`config.mk`:
```
export PLATFORM = sky130hd
export DESIGN_NAME = array_ctrl_flat
export DESIGN_NICKNAME = d
export VERILOG_FILES = /design/src/rtl/array_ctrl_if.sv /design/src/rtl/array_ctrl.sv /design/src/flat_wrapper.sv
export SDC_FILE = /design/constraint.sdc
export NUM_CORES = 1
export LEC_CHECK = 0
export BUFFER_PORTS_ARGS = -buffer_cell sky130_fd_sc_hd__clkbuf_2
export CAP_MARGIN = 20
export CORE_UTILIZATION = 40
export CTS_BUF_LIST = sky130_fd_sc_hd__clkbuf_16
export DETAILED_ROUTE_END_ITERATION = 10
export HOLD_SLACK_MARGIN = 0.08
export PLACE_DENSITY = 0.63
export SYNTH_ARGS = -nofsm -noshare
export SYNTH_HDL_FRONTEND = slang
export SYNTH_SLANG_ARGS = --single-unit
```
`constraint.sdc`:
```
create_clock -name clk -period 2.4 [get_ports clk]
set_input_delay 0.36 -clock clk [delete_from_list [all_inputs] [get_ports clk]]
set_output_delay 0.36 -clock clk [all_outputs]
set_load 0.02 [all_outputs]
```
`src/rtl/array_ctrl_if.sv`:
```
// Host/PE-side signal bundle for the array_ctrl instruction sequencer.
// master = host + PE array side, slave = array_ctrl.
interface array_ctrl_if #(
    parameter int SIZE = 4
);
    logic            start;
    logic [31:0]     instruction;
    logic            instr_valid;
    logic            instr_ready;
    logic [SIZE-1:0] pe_done;
    logic [SIZE-1:0] pe_en;
    logic [5:0]      opcode;
    logic [4:0]      rs;
    logic [4:0]      rt;
    logic [4:0]      rd;
    logic            issue;
    logic            busy;
    logic            done;
    logic            error;
    logic [7:0]      instr_count;

    modport master (
        output start, instruction, instr_valid, pe_done,
        input  instr_ready, pe_en, opcode, rs, rt, rd, issue, busy, done, error, instr_count
    );

    modport slave (
        input  start, instruction, instr_valid, pe_done,
        output instr_ready, pe_en, opcode, rs, rt, rd, issue, busy, done, error, instr_count
    );
endinterface

```
`src/rtl/array_ctrl.sv`:
```
// Instruction sequencer: queues instructions and broadcasts them to masked PE lanes.
// Optional WAIT-state watchdog is built when ARRAY_CTRL_WATCHDOG_EN is defined.
module array_ctrl #(
    parameter int SIZE   = 4,
    parameter int LENGTH = 4
`ifdef ARRAY_CTRL_WATCHDOG_EN
    ,
    parameter int TIMEOUT = 255
`endif
) (
    input  logic       clk,
    input  logic       reset,
    array_ctrl_if.slave bus
);
    localparam int AW = $clog2(LENGTH);
    // Queue entries keep only the fields the sequencer uses: opcode/rs/rt/rd plus lane mask.
    localparam int EW = 21 + SIZE;

    typedef enum logic [2:0] {S_IDLE, S_FETCH, S_ISSUE, S_WAIT, S_DONE} state_e;

    logic [EW-1:0]   mem_q [LENGTH];
    logic [AW-1:0]   wr_ptr_q, wr_ptr_d, rd_ptr_q, rd_ptr_d;
    logic [AW:0]     cnt_q, cnt_d;
    logic            push_s, pop_s, full_s, empty_s;
    logic [EW-1:0]   head_s;
    logic [5:0]      head_op_s;
    logic [SIZE-1:0] head_mask_s;

    state_e          state_q, state_d;
    logic [SIZE-1:0] pe_en_q, pe_en_d;
    logic [5:0]      opcode_q, opcode_d;
    logic [4:0]      rs_q, rs_d, rt_q, rt_d, rd_q, rd_d;
    logic            issue_q, issue_d, busy_q, busy_d, done_q, done_d, error_q, error_d;
    logic [7:0]      count_q, count_d;
`ifdef ARRAY_CTRL_WATCHDOG_EN
    localparam int WDW = $clog2(TIMEOUT + 1);
    logic [WDW-1:0]  wd_q, wd_d;
`endif

    assign full_s          = (cnt_q == (AW+1)'(LENGTH));
    assign empty_s         = (cnt_q == {(AW+1){1'b0}});
    assign push_s          = bus.instr_valid && !full_s;
    assign head_s          = mem_q[rd_ptr_q];
    assign head_op_s       = head_s[SIZE+15 +: 6];
    assign head_mask_s     = (head_s[SIZE-1:0] == {SIZE{1'b0}}) ? {SIZE{1'b1}} : head_s[SIZE-1:0];

    assign bus.instr_ready = !full_s;
    assign bus.pe_en       = pe_en_q;
    assign bus.opcode      = opcode_q;
    assign bus.rs          = rs_q;
    assign bus.rt          = rt_q;
    assign bus.rd          = rd_q;
    assign bus.issue       = issue_q;
    assign bus.busy        = busy_q;
    assign bus.done        = done_q;
    assign bus.error       = error_q;
    assign bus.instr_count = count_q;

    // Queue pointer and occupancy update; pop is only requested when non-empty.
    always_comb begin
        wr_ptr_d = push_s ? wr_ptr_q + AW'(1) : wr_ptr_q;
        rd_ptr_d = pop_s  ? rd_ptr_q + AW'(1) : rd_ptr_q;
        case ({push_s, pop_s})
            2'b10:   cnt_d = cnt_q + (AW+1)'(1);
            2'b01:   cnt_d = cnt_q - (AW+1)'(1);
            default: cnt_d = cnt_q;
        endcase
    end

    // Queue storage write port.
    always_ff @(posedge clk) begin
        if (push_s) begin
            mem_q[wr_ptr_q] <= {bus.instruction[31:11], bus.instruction[SIZE-1:0]};
        end
    end

    // Sequencer next-state and registered output values.
    always_comb begin
        state_d  = state_q;
        pop_s    = 1'b0;
        pe_en_d  = pe_en_q;
        opcode_d = opcode_q;
        rs_d     = rs_q;
        rt_d     = rt_q;
        rd_d     = rd_q;
        count_d  = count_q;
        error_d  = error_q;
`ifdef ARRAY_CTRL_WATCHDOG_EN
        wd_d     = wd_q;
`endif
        case (state_q)
            S_IDLE: begin
                if (bus.start) begin
                    state_d = S_FETCH;
                    count_d = 8'd0;
                    error_d = 1'b0;
                end else begin
                    state_d = S_IDLE;
                end
            end
            S_FETCH: begin
                if (empty_s) begin
                    state_d = S_DONE;
                end else begin
                    pop_s = 1'b1;
                    if (head_op_s == 6'h00) begin
                        state_d = S_FETCH;
                    end else if (head_op_s == 6'h3F) begin
                        state_d = S_DONE;
                    end else begin
                        opcode_d = head_op_s;
                        rs_d     = head_s[SIZE+10 +: 5];
                        rt_d     = head_s[SIZE+5 +: 5];
                        rd_d     = head_s[SIZE +: 5];
                        pe_en_d  = head_mask_s;
                        state_d  = S_ISSUE;
                    end
                end
            end
            S_ISSUE: begin
`ifdef ARRAY_CTRL_WATCHDOG_EN
                wd_d    = {WDW{1'b0}};
`endif
                state_d = S_WAIT;
            end
            S_WAIT: begin
                if ((bus.pe_done & pe_en_q) == pe_en_q) begin
                    count_d = count_q + 8'd1;
                    pe_en_d = {SIZE{1'b0}};
                    state_d = S_FETCH;
`ifdef ARRAY_CTRL_WATCHDOG_EN
                end else if (wd_q == WDW'(TIMEOUT)) begin
                    error_d = 1'b1;
                    pe_en_d = {SIZE{1'b0}};
                    state_d = S_DONE;
                end else begin
                    wd_d = wd_q + WDW'(1);
                end
`else
                end else begin
                    state_d = S_WAIT;
                end
`endif
            end
            S_DONE:  state_d = S_IDLE;
            default: state_d = S_IDLE;
        endcase
        // Strobes follow the state they announce by one edge.
        issue_d = (state_q == S_ISSUE);
        done_d  = (state_q == S_DONE);
        busy_d  = (state_d != S_IDLE);
    end

    // State, queue pointers and output registers.
    always_ff @(posedge clk or negedge reset) begin
        if (!reset) begin
            state_q  <= S_IDLE;
            wr_ptr_q <= {AW{1'b0}};
            rd_ptr_q <= {AW{1'b0}};
            cnt_q    <= {(AW+1){1'b0}};
            pe_en_q  <= {SIZE{1'b0}};
            opcode_q <= 6'd0;
            rs_q     <= 5'd0;
            rt_q     <= 5'd0;
            rd_q     <= 5'd0;
            issue_q  <= 1'b0;
            busy_q   <= 1'b0;
            done_q   <= 1'b0;
            error_q  <= 1'b0;
            count_q  <= 8'd0;
        end else begin
            state_q  <= state_d;
            wr_ptr_q <= wr_ptr_d;
            rd_ptr_q <= rd_ptr_d;
            cnt_q    <= cnt_d;
            pe_en_q  <= pe_en_d;
            opcode_q <= opcode_d;
            rs_q     <= rs_d;
            rt_q     <= rt_d;
            rd_q     <= rd_d;
            issue_q  <= issue_d;
            busy_q   <= busy_d;
            done_q   <= done_d;
            error_q  <= error_d;
            count_q  <= count_d;
        end
    end

`ifdef ARRAY_CTRL_WATCHDOG_EN
    // WAIT-state watchdog counter.
    always_ff @(posedge clk or negedge reset) begin
        if (!reset) begin
            wd_q <= {WDW{1'b0}};
        end else begin
            wd_q <= wd_d;
        end
    end
`endif
endmodule

```
`src/flat_wrapper.sv`:
```
// flat-port wrapper written by rule: the top's interface ports become plain ports
module array_ctrl_flat 
#(
    parameter int SIZE   = 4,
    parameter int LENGTH = 4

)
  (clk, reset, bus_start, bus_instruction, bus_instr_valid, bus_pe_done, bus_instr_ready, bus_pe_en, bus_opcode, bus_rs, bus_rt, bus_rd, bus_issue, bus_busy, bus_done, bus_error, bus_instr_count);
  array_ctrl_if #(.SIZE(SIZE)) bus_i ();
  input  logic clk;
  input  logic reset;
  input wire logic [$bits(bus_i.start)-1:0] bus_start;
  input wire logic [$bits(bus_i.instruction)-1:0] bus_instruction;
  input wire logic [$bits(bus_i.instr_valid)-1:0] bus_instr_valid;
  input wire logic [$bits(bus_i.pe_done)-1:0] bus_pe_done;
  output wire logic [$bits(bus_i.instr_ready)-1:0] bus_instr_ready;
  output wire logic [$bits(bus_i.pe_en)-1:0] bus_pe_en;
  output wire logic [$bits(bus_i.opcode)-1:0] bus_opcode;
  output wire logic [$bits(bus_i.rs)-1:0] bus_rs;
  output wire logic [$bits(bus_i.rt)-1:0] bus_rt;
  output wire logic [$bits(bus_i.rd)-1:0] bus_rd;
  output wire logic [$bits(bus_i.issue)-1:0] bus_issue;
  output wire logic [$bits(bus_i.busy)-1:0] bus_busy;
  output wire logic [$bits(bus_i.done)-1:0] bus_done;
  output wire logic [$bits(bus_i.error)-1:0] bus_error;
  output wire logic [$bits(bus_i.instr_count)-1:0] bus_instr_count;
  assign bus_i.start = bus_start;
  assign bus_i.instruction = bus_instruction;
  assign bus_i.instr_valid = bus_instr_valid;
  assign bus_i.pe_done = bus_pe_done;
  assign bus_instr_ready = bus_i.instr_ready;
  assign bus_pe_en = bus_i.pe_en;
  assign bus_opcode = bus_i.opcode;
  assign bus_rs = bus_i.rs;
  assign bus_rt = bus_i.rt;
  assign bus_rd = bus_i.rd;
  assign bus_issue = bus_i.issue;
  assign bus_busy = bus_i.busy;
  assign bus_done = bus_i.done;
  assign bus_error = bus_i.error;
  assign bus_instr_count = bus_i.instr_count;
  array_ctrl #(.SIZE(SIZE), .LENGTH(LENGTH)) u_core (.clk(clk), .reset(reset), .bus(bus_i));
endmodule
```
Word level (Yosys, flattened, before mapping):

Memories as Yosys holds them, arrays and structs flattened.
Index checks and enable logic that the tools add are counted.

* bitwise operators: 4
* equal/unequal tests: 14
* div/mod/pow operators: 0
* add/sub/neg operators: 5
* multiply operators: 0
* $lt $le $gt $ge: 0
* muxes and demuxes: 20
* reduce and logical (&&, ||, !) cells: 13
* shifts and indexed selects: 0

Operators by type and width (number)
* two-way mux 4 bit: 5
* two-way mux 8 bit: 2
* case mux 8 bit (2 select lines): 1
* case mux 3 bit (4 select lines): 1
* two-way mux 3 bit: 3
* adder 8 x 1 -> 8 bit, second input constant: 1
* inequality test 2 bit, second input constant: 4
* case mux 4 bit (2 select lines): 1
* equality test 3 x 2 -> 1 bit, second input constant: 2
* equality test 3 bit, second input constant: 2
* equality test 6 bit, second input constant: 1
* zero test 3 bit: 2
* zero test 6 bit: 1
* case mux 3 bit (2 select lines): 1
* nonzero test 2 bit: 3
* two-way mux 1 bit: 5
* AND reduction 5 bit: 1
* adder 2 x 1 -> 2 bit, second input constant: 2
* AND 4 bit: 1
* equality test 4 bit: 1
* zero test 4 bit: 1
* AND reduction 4 bit: 1
* adder 3 x 1 -> 3 bit, second input constant: 1
* equality test 3 x 1 -> 1 bit, second input constant: 1
* 10 further kinds: 12

* ROM bits: 0
* RAM bits: 100
* output and inout bits: 38
* input bits: 40
* latch bits: 0
* register bits: 46
* logic and storage cells: 70
* memories: 1

Memories
* u_core.mem_q: depth 4, bits a word 25, rd ports 1, clocked after memory_dff 0, write ports 1, RTL line array_ctrl.sv:21 `logic [EW-1:0] mem_q [LENGTH];`

Logic depth before layout (Yosys ltp):

Gate-level depths: netlist of the first run.
An unclocked memory read counts as a cell.

* word-level depth: 7
* depth in mapped cells: 10
* depth with buffers taken out: 10

Worst setup path after synthesis of the first run:

Ideal clock, no wire load.

* kind: reg-to-reg
* start point: reg u_core.rd_ptr_q[0]
* end point: reg u_core.rd_q[3], in the netlist u_core.bus.rd[3]
* clock period less this slack: 2.238 ns
* cell stages (with the launch flop): 6
* setup slack: 0.162 ns
* arrival time: 2.111 ns
* cells stage by stage: dfrtp_1 > buf_6 > buf_2 > buf_1 > mux4_2 > mux2_1

* longest elaborated chain between the ends: 4
* elaborated cells on any way between the ends: 6

RTL lines
* start: declaration: RTL line array_ctrl.sv:22 `logic [AW-1:0] wr_ptr_q, wr_ptr_d, rd_ptr_q, rd_ptr_d;`
* start signal: assignment: RTL line array_ctrl.sv:159 `rd_ptr_q <= {AW{1'b0}};`
* start signal: assignment: RTL line array_ctrl.sv:174 `rd_ptr_q <= rd_ptr_d;`
* memory (4 x 25 bit) (*)
* equality test 6 bit or zero test 6 bit (tied branches): RTL line array_ctrl.sv:108, array_ctrl.sv:106
* NOT 1 bit (no line)
* AND reduction 4 bit (no line)
* end signal: assignment: RTL line array_ctrl.sv:180 `rd_q <= rd_d;`
* end: declaration: RTL line array_ctrl.sv:32 `logic [4:0] rs_q, rs_d, rt_q, rt_d, rd_q, rd_d;`

Mark *: on every way between the ends. The rest lies on a longest branch, timed or not.
A chain may end at the register's enable or synchronous reset.

Worst setup path after layout of the first run:

* start point: reg u_core.rd_ptr_q[0]
* end point: reg u_core.busy_q, in the netlist u_core.bus.busy

* longest elaborated chain between the ends: 7
* elaborated cells on any way between the ends: 8

RTL lines
* memory (4 x 25 bit) (*)
* equality test 6 bit: RTL line array_ctrl.sv:108 `end else if (head_op_s == 6'h3F) begin`
* two-way mux 3 bit: RTL line array_ctrl.sv:108
* two-way mux 3 bit (*): RTL line array_ctrl.sv:106 `if (head_op_s == 6'h00) begin`
* two-way mux 3 bit (*): RTL line array_ctrl.sv:102 `if (empty_s) begin`
* case mux 3 bit (4 select lines) (*): RTL line array_ctrl.sv:91 `case (state_q)`
* nonzero test 3 bit (*): RTL line array_ctrl.sv:151 `busy_d = (state_d != S_IDLE);`
* via u_core.busy_d: RTL line array_ctrl.sv:33 `logic issue_q, issue_d, busy_q, busy_d, done_q, done_d, error_q, error_d;`
* end signal: assignment: RTL line array_ctrl.sv:182 `busy_q <= busy_d;`
* end: declaration: RTL line array_ctrl.sv:33

Mark *: on every way through the listed nets, which the timed path passes. The rest lies on a longest branch.

==> results of run 1 <==
power groups by stage:
stage	clock, mW	sequential [mW]	combinational, mW
floorplan	0	4.03	2.00
global placement	0	3.83	3.26
detailed placement	0	3.86	3.34
CTS	2.66	3.78	3.68
global route	2.77	3.85	3.94
finish	2.60	3.77	3.61
cell usage after synthesis, types with 2 or more instances:
library cell and count:
or3_1 2, dfrtp_1 46, inv_1 11, nor2b_1 5, xor2_1 5, buf_1 2, clkbuf_1 4, o21ai_0 7
mux4_2 21, nor3_1 2, nand2_1 14, nand4_1 5, ha_1 6, mux2_2 21, or2_2 2, mux4_1 4
edfxtp_1 100, and3_1 7, xnor2_1 3, buf_6 3, nor2_1 7, mux2i_1 5, or4_1 2, nand3_1 6
a21oi_1 3, o31ai_1 2
flip-flops by register name, summed over array words and instances (netlist names), 3 cells and up:
register                flops
u_core.cnt_q                3
u_core.bus.pe_en            4
u_core.bus.rt               5
u_core.bus.rd               5
u_core.bus.rs               5
u_core.state_q              3
u_core.mem_q              100
u_core.bus.opcode           6
u_core.bus.instr_count      8
worst paths after layout:
path | depth (start not counted) | from | slack, ns | end
setup / recovery | 8 | u_core.rd_ptr_q[0] | -0.01 | u_core.bus.busy
hold / removal | 1 | bus_instruction[19] | 0.16 | u_core.mem_q[3][12]
setup reg to reg | 8 | u_core.rd_ptr_q[0] | -0.01 | u_core.bus.busy
hold reg to reg | 1 | u_core.cnt_q[2] | 0.49 | u_core.cnt_q[2]
max in group asynchronous | 3 | reset | 1.17 | u_core.bus.rt[3]
min in group asynchronous | 2 | reset | 0.57 | u_core.bus.pe_en[3]
worst reg2reg max path, stage by stage, from the launching register on:
cell and delay [ns]:
dfrtp_2 0.39, buf_6 0.12, mux4_2 0.52, buf_6 0.14, nor4_4 0.22, and2_4 0.21, nor3b_4 0.05, buf_4 0.14
or4_1 0.49
kinds of logic after synthesis:
| group | Yosys count | share of synthesized area (%) |
|---|---|---|
| buffers and inverters | 22 | 1.90 |
| adders and majority gates | 7 | 1.64 |
| DFF | 146 | 71.8 |
| and+or+nand+nor | 62 | 6.25 |
| other | 1 | 0.0648 |
| AOI/OAI and AO/OA | 18 | 2.03 |
| xor gates and xnor gates | 8 | 1.21 |
| muxes | 52 | 15.1 |
layout by cell type, fill, tap and decap left out, drive strengths merged, types with 2 or more instances in the layout:
master    n
nor2b     5
nand2    14
inv      17
bufinv    2
dfrtp    46
nor3b     2
clkinv    6
o21ai     7
and2      3
mux2     22
edfxtp  100
or4       2
or3       2
ha        6
or2       2
and3      7
o31ai     2
nor2      7
xor2      5
nand4     5
clkbuf   86
nand3     6
nor3      2
buf      38
mux4     25
mux2i     5
a21oi     3
xnor2     3
cell type report:
class / count / share of cell area, %
Sequential cell: 146 / 57.4
Clock buffer: 17 / 5.88
Clock inverter: 15 / 2.16
Multi-Input combinational cell: 148 / 21.3
Tap cell: 180 / 3.11
Inverter: 11 / 0.571
Timing Repair Buffer: 108 / 9.51
layer usage:
metal,GRT usage (%),vias to the layer above,part of all wire [%]
met5,0,-,0
li1,-,1459,-
met4,6.02,0,1.1
met1,20.7,1551,45
met2,26.0,82,49
met3,5.58,11,4.9
through the flow:
step | area (µm²) | instances | TNS (ns) | utilization (%) | hold slack (ns)
2_1_floorplan | 5790 | 316 | 0 | - | 0.0644
3_3_place_gp | 6500 | 580 | -4.18 | 46.5 | 0.469
3_5_place_dp | 6500 | 580 | -6.76 | 46.5 | 0.480
4_1_cts | 7240 | 627 | 0 | 51.7 | 0.142
5_1_grt | 7230 | 625 | -0.284 | 51.7 | 0.138
6_report | 7230 | 625 | -0.0126 | 51.7 | 0.158
what timing repair did:
| action | in CTS | in global routing |
|---|---|---|
| resized for setup | 6 | 7 |
| endpoints found under the setup margin | 25 | 22 |
| pin swaps | 4 | 4 |
| endpoints found under the hold margin | 28 | 0 |
| hold buffers | 1 | 0 |
| buffers inserted | 15 | 2 |
==> flow_summary.json, run 1 <==
{
  "synthArstFlopShare_pct": 31.5,
  "start_util_pct": 41.4,
  "synth_top_flop_cell": "edfxtp_1",
  "die_h_um": 122,
  "cp_cell_sequence": "buf_6, mux4_2, buf_6, nor4_4, and2_4, nor3b_4, buf_4, or4_1",
  "switching_share_pct": 32.3,
  "gr-total-overflow": 0,
  "critPathTopFamily": "simple AND/OR/NAND/NOR gates",
  "ys_seq_elements": 146,
  "crit_type": "reg -> reg",
  "nFillCells": 1137,
  "clock_latency_ns": 0.42,
  "cp-start-kind": "register",
  "maxCapViolations": 0,
  "vias_per_cell": 4.96,
  "synth_nets": 363,
  "grt_setup_unrepaired": "yes",
  "boundaryPins": 78,
  "path_buf_inv": 3,
  "multiInputGateArea_mm2": 0.00154,
  "synth_edf_count": 100,
  "cpMostUsedCell": "buf_6",
  "wire_per_inst_um": 17.6,
  "yosysTopAreaCellShare_pct": 51.9,
  "ant_nets": 0,
  "finalCriticalPeriod_ns": 2.41,
  "cts_tree": "built",
  "status": "finished, violations left",
  "skew_ns": 0.00686,
  "synth_cell_types": 47,
  "place.gp.congestion": 0.747,
  "synth_area_leaders": "edfxtp_1 52%, dfrtp_1 20%, mux4_2 8.2%, mux2_2 4.1%, mux4_1 1.8%",
  "max_stage_delay_ns": 0.52,
  "violations": "setup timing",
  "nets": 479,
  "p_per_area_mw_per_mm2": 1380,
  "io_buffers": 69,
  "yosysSeqAreaShare_pct": 71.8,
  "area_delta_synth_final_pct": 25.0,
  "routed-via-count": 3103,
  "ys_warn_count": 0,
  "setup-violations-final": 1,
  "hpwl_um": 6920,
  "p_clk_share_pct": 26.1,
  "ir_drop_mv": 0.750,
  "min_path_type": "in -> reg",
  "initialDrtViolationCount": 200,
  "cp_slowest_cell": "mux4_2",
  "relSlewSlack_pct": 47.3,
  "dieWidth_um": 122,
  "grt_pass1_vias": 3171,
  "n_antenna_cell": 0,
  "antenna_found_initial": 0,
  "fmax_mhz": 414,
  "power.share.sequential_pct": 37.8,
  "syn_inst": 316,
  "root_buffer": "clkbuf_16",
  "routed_wl_um": 11000,
  "fin_crit_sh_pct": 101,
  "worst_setup_path_end_kind": "register",
  "rows": 43,
  "cts_buffers": 17,
  "p_total_mw": 9.98,
  "clock_sinks": 146,
  "grt_max_degree": 31,
  "clk_pin_slew_ns": 0.06,
  "tightest_slew_ns": 0.791,
  "track_usage_pct": 16.3,
  "clk_path_buf_depth": 2,
  "syn_area_per_cell_um2": 18.3,
  "slew_viol_final": 0,
  "synth_area_mm2": 0.00579,
  "cp_max_fo": 4,
  "core_area_mm2": 0.0140,
  "dieArea_mm2": 0.0150,
  "required_ns": 2.68,
  "arrival_ns": 2.70,
  "drc": 0,
  "first_pass_iters": 4,
  "setup_slack_ns": -0.0126,
  "p_leak_nw": 2.88,
  "drive_gt1_share_pct": 43.1,
  "synth_top_cell_by_area": "edfxtp_1",
  "ff_latch_area_mm2": 0.00416,
  "htree_num_levels": 4,
  "dpl_worst_slack_ns": -0.394,
  "grt_first_pass_wirelength_um": 17300,
  "internal_power_mw": 6.76,
  "switching_power_mw": 3.22,
  "finalHoldViolations": 0,
  "p_comb_share_pct": 36.1
}
(Power assumes the default switching activity.)
==> inputs of run 2 (changes only) <==
- CORE_UTILIZATION: 40 -> 51
- PLACE_DENSITY: 0.63 -> 0.77
==> flow_summary.json, run 2 (synthesized netlist as in run 1, its figures left out) <==
{
  "status": "finished, violations left",
  "violations": "setup timing",
  "clk_pin_slew_ns": 0.06,
  "area_delta_synth_final_pct": 25.0,
  "skew_ns": 0.0100,
  "io_buffers": 69,
  "switching_share_pct": 31.7,
  "place_inst": 533,
  "clock_sinks": 146,
  "arrival_ns": 2.68,
  "final_cell_mix": "100 x edfxtp_1, 69 x clkbuf_2, 45 x dfrtp_1, 25 x buf_4, 23 x mux4_2",
  "relSlewSlack_pct": 48.3,
  "cp_max_fo": 4,
  "required_ns": 2.68,
  "slew_viol_final": 0,
  "drive_gt1_share_pct": 42.2,
  "antenna_found_initial": 0,
  "switching_power_mw": 3.27,
  "ant_nets": 0,
  "routed_wl_um": 10900,
  "regMostFlops": "u_core.mem_q",
  "boundaryPins": 78,
  "track_usage_pct": 20.1,
  "final_util_pct": 66.1,
  "power.share.sequential_pct": 36.5,
  "rows": 38,
  "drc": 0,
  "max_stage_delay_ns": 0.57,
  "fin_crit_sh_pct": 100,
  "final_common_cell": "edfxtp_1",
  "vias_per_cell": 5.56,
  "p_comb_share_pct": 36.5,
  "p_total_mw": 10.3,
  "dieArea_mm2": 0.0118,
  "worst_setup_path_end_kind": "register",
  "grt_setup_unrepaired": "yes",
  "reg2reg_slack_ns": -0.008,
  "place_area_mm2": 0.00640,
  "ir_drop_mv": 0.815,
  "hold_depth": 1,
  "clock_latency_ns": 0.41,
  "p_clk_share_pct": 27.0,
  "setup_slack_ns": -0.00835,
  "finalCriticalPeriod_ns": 2.41,
  "crit_type": "reg -> reg",
  "nets": 470,
  "clk_path_buf_depth": 2,
  "p_leak_nw": 2.91,
  "wire_per_inst_um": 18.9,
  "die_h_um": 109,
  "cts_buffers": 17,
  "finalHoldViolations": 0,
  "place.gp.congestion": 0.785,
  "initialDrtViolationCount": 134,
  "htree_num_levels": 4,
  "maxCapViolations": 0,
  "start_util_pct": 52.9,
  "cp-start-kind": "register",
  "core_area_mm2": 0.0109,
  "r2r_cells": 6,
  "internal_power_mw": 7.05,
  "largest_reg_flops": 100,
  "grt_first_pass_wirelength_um": 16900,
  "dieWidth_um": 109,
  "cp_cell_sequence": "buf_4, mux4_2, nor4_4, and2_4, nor3b_4, or4_1",
  "fmax_mhz": 415,
  "routed-via-count": 3205,
  "tightest_slew_ns": 0.765,
  "final_area_mm2": 0.00723,
  "setup-violations-final": 1,
  "n_antenna_cell": 0,
  "hpwl_um": 6780,
  "p_per_area_mw_per_mm2": 1430,
  "fin_cells": 576,
  "cts_tree": "built",
  "grt_max_degree": 29,
  "min_path_type": "in -> reg",
  "first_pass_iters": 4,
  "cp_slowest_cell": "mux4_2",
  "root_buffer": "clkbuf_16",
  "grt_pass1_vias": 3308,
  "gr-total-overflow": 0
}
run 2: cell types whose count changed in the layout (fill, tap and decap cells not counted), moves of 2 or more:
| cell | previous run | this run |
|---|---|---|
| buf_6 | 6 | 1 |
| clkinvlp_4 | 1 | 3 |
| bufinv_16 | 2 | 4 |
| mux2_2 | 21 | 2 |
| nor2_2 | 2 | 0 |
| mux2_4 | 1 | 20 |
| buf_4 | 30 | 25 |
run 2: power by group through the flow:
stage | Clock, mW | Sequential (mW) | Combinational, mW
final | 2.78 | 3.76 | 3.77
after global routing | 2.92 | 3.83 | 4.06
after CTS | 2.82 | 3.75 | 3.43
after detailed placement | 0 | 3.83 | 3.26
after global placement | 0 | 3.79 | 3.16
after floorplan | 0 | 4.03 | 2.00
run 2: cell type report:
| class | count | area [µm²] |
|---|---|---|
| flip-flops and latches | 146 | 4160 |
| clock buffers | 17 | 425 |
| fillers | 743 | 3700 |
| clock inverters | 15 | 206 |
| inverters | 11 | 41.3 |
| repair buffers | 99 | 619 |
| well taps | 140 | 175 |
| multi-input cells | 148 | 1610 |
run 2: path summary, 6_finish.rpt:
kind / end / from
setup reg to reg: u_core.bus.busy / u_core.rd_ptr_q[0]
hold / removal: u_core.mem_q[1][11] / bus_instruction[18]
hold reg to reg: u_core.cnt_q[2] / u_core.cnt_q[2]
max in group asynchronous: u_core.bus.pe_en[1] / reset
min in group asynchronous: u_core.bus.opcode[3] / reset
setup / recovery: u_core.bus.busy / u_core.rd_ptr_q[0]
run 2: what timing repair did:
action / CTS / global route
hold endpoints to repair: 26 / 0
cloned: 0 / 1
pin swaps: 1 / 5
gates resized for setup: 1 / 26
hold buffers: 1 / 0
endpoints found under the setup margin: 22 / 21
buffers inserted: 5 / 4
run 2: stage by stage:
step | worst slack (ns) | hold slack (ns) | setup TNS, ns
2_1_floorplan | 0.162 | 0.0644 | 0
3_3_place_gp | 0.0114 | 0.464 | 0
3_5_place_dp | -0.0329 | 0.466 | -0.158
4_1_cts | 0.0268 | 0.141 | 0
5_1_grt | -0.0571 | 0.140 | -0.771
6_report | -0.00835 | 0.158 | -0.00835
run 2: metal layers:
layer | wire length [µm] | share of wire [%] | vias to the layer above | global-route usage [%]
met3 | 586 | 5.4 | 10 | 6.63
met5 | 0 | 0 | - | 0
met4 | 138 | 1.3 | 0 | 7.24
met1 | 4650 | 43 | 1657 | 24.7
met2 | 5530 | 51 | 100 | 33.5
li1 | - | - | 1438 | -
run 2: worst max-delay path, delay by kind of cell, from the launching register on:
family	cells	cell delay, ns
DFF	1	0.39
and+or+nand+nor	4	1.18
buffers and inverters	1	0.15
muxes	1	0.57
==> inputs of run 3 (changes only) <==
- CORE_ASPECT_RATIO: not set -> 1.1
- CORE_UTILIZATION: 51 -> 54
- CTS_BUF_LIST: sky130_fd_sc_hd__clkbuf_16 -> sky130_fd_sc_hd__clkbuf_8
- PLACE_DENSITY: 0.77 -> 0.81
==> flow_summary.json, run 3 (synthesized netlist as in run 1, its figures left out) <==
{
  "wire_per_inst_um": 17.6,
  "n_antenna_cell": 0,
  "start_util_pct": 55.7,
  "setup_slack_ns": 0.0647,
  "vias_per_cell": 5.49,
  "initialDrtViolationCount": 180,
  "switching_power_mw": 3.08,
  "skew_ns": 0.00921,
  "relSlewSlack_pct": 53.0,
  "finalHoldViolations": 0,
  "clock_latency_ns": 0.44,
  "finalCriticalPeriod_ns": 2.34,
  "cp-start-kind": "register",
  "required_ns": 2.71,
  "clock_sinks": 146,
  "core_area_mm2": 0.0104,
  "regMostFlops": "u_core.mem_q",
  "grt_setup_unrepaired": "yes",
  "cts_buffers": 17,
  "p_clk_share_pct": 22.3,
  "track_usage_pct": 20.2,
  "hpwl_um": 6510,
  "cp_slowest_cell": "mux4_2",
  "io_buffers": 69,
  "drc": 0,
  "cp_max_fo": 6,
  "dpl_worst_slack_ns": -0.0582,
  "nFillCells": 718,
  "htree_num_levels": 4,
  "p_leak_nw": 2.70,
  "largest_reg_flops": 100,
  "tns_ns": 0,
  "clk_path_buf_depth": 2,
  "p_per_area_mw_per_mm2": 1310,
  "nets": 461,
  "dieWidth_um": 101,
  "min_path_type": "in -> reg",
  "grt_pass1_vias": 3207,
  "final_util_pct": 65.8,
  "cp_cell_sequence": "buf_4, mux4_2, nor4_4, and2_4, nor3b_4, or4_1",
  "max_stage_delay_ns": 0.57,
  "power.share.sequential_pct": 41.9,
  "grt_first_pass_wirelength_um": 16300,
  "clk_pin_slew_ns": 0.09,
  "crit_type": "reg -> reg",
  "final_cell_mix": "100 x edfxtp_1, 69 x clkbuf_2, 45 x dfrtp_1, 22 x mux4_2, 21 x mux2_2",
  "maxCapViolations": 0,
  "ant_nets": 0,
  "dieArea_mm2": 0.0111,
  "internal_power_mw": 5.91,
  "routed_wl_um": 10100,
  "switching_share_pct": 34.3,
  "place.gp.congestion": 0.791,
  "slew_viol_final": 0,
  "arrival_ns": 2.65,
  "die_h_um": 111,
  "boundaryPins": 78,
  "grt_max_degree": 26,
  "area_delta_synth_final_pct": 18.2,
  "routed-via-count": 3129,
  "cts_tree": "built",
  "root_buffer": "clkbuf_8",
  "ir_drop_mv": 0.756,
  "gr-total-overflow": 0,
  "antenna_found_initial": 0,
  "status": "complete, no violations",
  "worst_setup_path_end_kind": "register",
  "fin_crit_sh_pct": 97.3,
  "final_common_cell": "edfxtp_1",
  "drive_gt1_share_pct": 40.3,
  "p_comb_share_pct": 35.8,
  "rows": 39,
  "first_pass_iters": 5,
  "setup-violations-final": 0,
  "tightest_slew_ns": 0.695,
  "fmax_mhz": 428
}
-- run 3: cell types whose count changed in the layout (fill, tap and decap cells not counted), sizes merged --
| cell | delta |
|---|---|
| buf | -8 |
| inv | +6 |
| clkbuf | -1 |
| clkinv | -2 |
| bufinv | -2 |
| clkinvlp | -2 |
-- run 3: timing repair --
item                       CTS  global route
hold buffers                 1             0
gates resized for setup      0             1
buffers inserted             3             1
pin swaps                    0             2
setup endpoints to repair   23             5
hold endpoints to repair    13             0
gates cloned                 0             0
-- run 3: worst max-delay path, delay by kind of cell, from the launching register on --
kind	cells	cell delay, ns
buffers and inverters	1	0.16
flip-flops	1	0.36
multiplexers	1	0.57
AND/OR/NAND/NOR	4	1.11
-- run 3: worst paths after layout --
path | from | end | slack [ns] | cells after the start
max in group asynchronous | reset | u_core.bus.rt[3] | 1.41 | 3
setup / recovery | u_core.rd_ptr_q[0] | u_core.bus.busy | 0.06 | 6
setup reg to reg | u_core.rd_ptr_q[0] | u_core.bus.busy | 0.06 | 6
min in group asynchronous | reset | u_core.bus.instr_count[0] | 0.37 | 2
hold / removal | bus_instruction[21] | u_core.mem_q[0][14] | 0.13 | 1
hold reg to reg | u_core.cnt_q[2] | u_core.cnt_q[2] | 0.49 | 1
-- run 3: per-stage QoR --
| stage | hold WS (ns) | power (mW) | std cells | cell area [µm²] |
|---|---|---|---|---|
| floorplan | 0.0644 | 6.03 | 316 | 5790 |
| global placement | 0.291 | 6.87 | 533 | 6380 |
| detailed placement | 0.289 | 7.02 | 533 | 6380 |
| CTS | 0.101 | 9.07 | 569 | 6840 |
| global route | 0.0998 | 9.50 | 570 | 6840 |
| finish | 0.128 | 8.99 | 570 | 6840 |
-- run 3: per-layer routing --
layer	global-route usage, %	share of wire (%)	up-vias
met4	7.54	1.6	0
met1	24.8	40	1577
met5	0	0	-
met2	33.5	51	113
li1	-	-	1425
met3	6.58	6.6	14
-- run 3: power groups by stage --
stage / clock [mW] / sequential, mW / combinational, mW
4_1_cts: 2.05 / 3.77 / 3.25
2_1_floorplan: 0 / 4.03 / 2.00
5_1_grt: 2.15 / 3.85 / 3.51
6_report: 2.01 / 3.77 / 3.22
3_5_place_dp: 0 / 3.86 / 3.15
3_3_place_gp: 0 / 3.82 / 3.05
-- run 3: final cells by class --
class / count / area (µm²) / share of cell area (%)
Clock buffer: 17 / 234 / 3.42
Inverter: 11 / 41.3 / 0.603
Tap cell: 143 / 179 / 2.61
Timing Repair Buffer: 90 / 518 / 7.57
Multi-Input combinational cell: 148 / 1530 / 22.3
Sequential cell: 146 / 4160 / 60.7
Clock inverter: 15 / 190 / 2.78
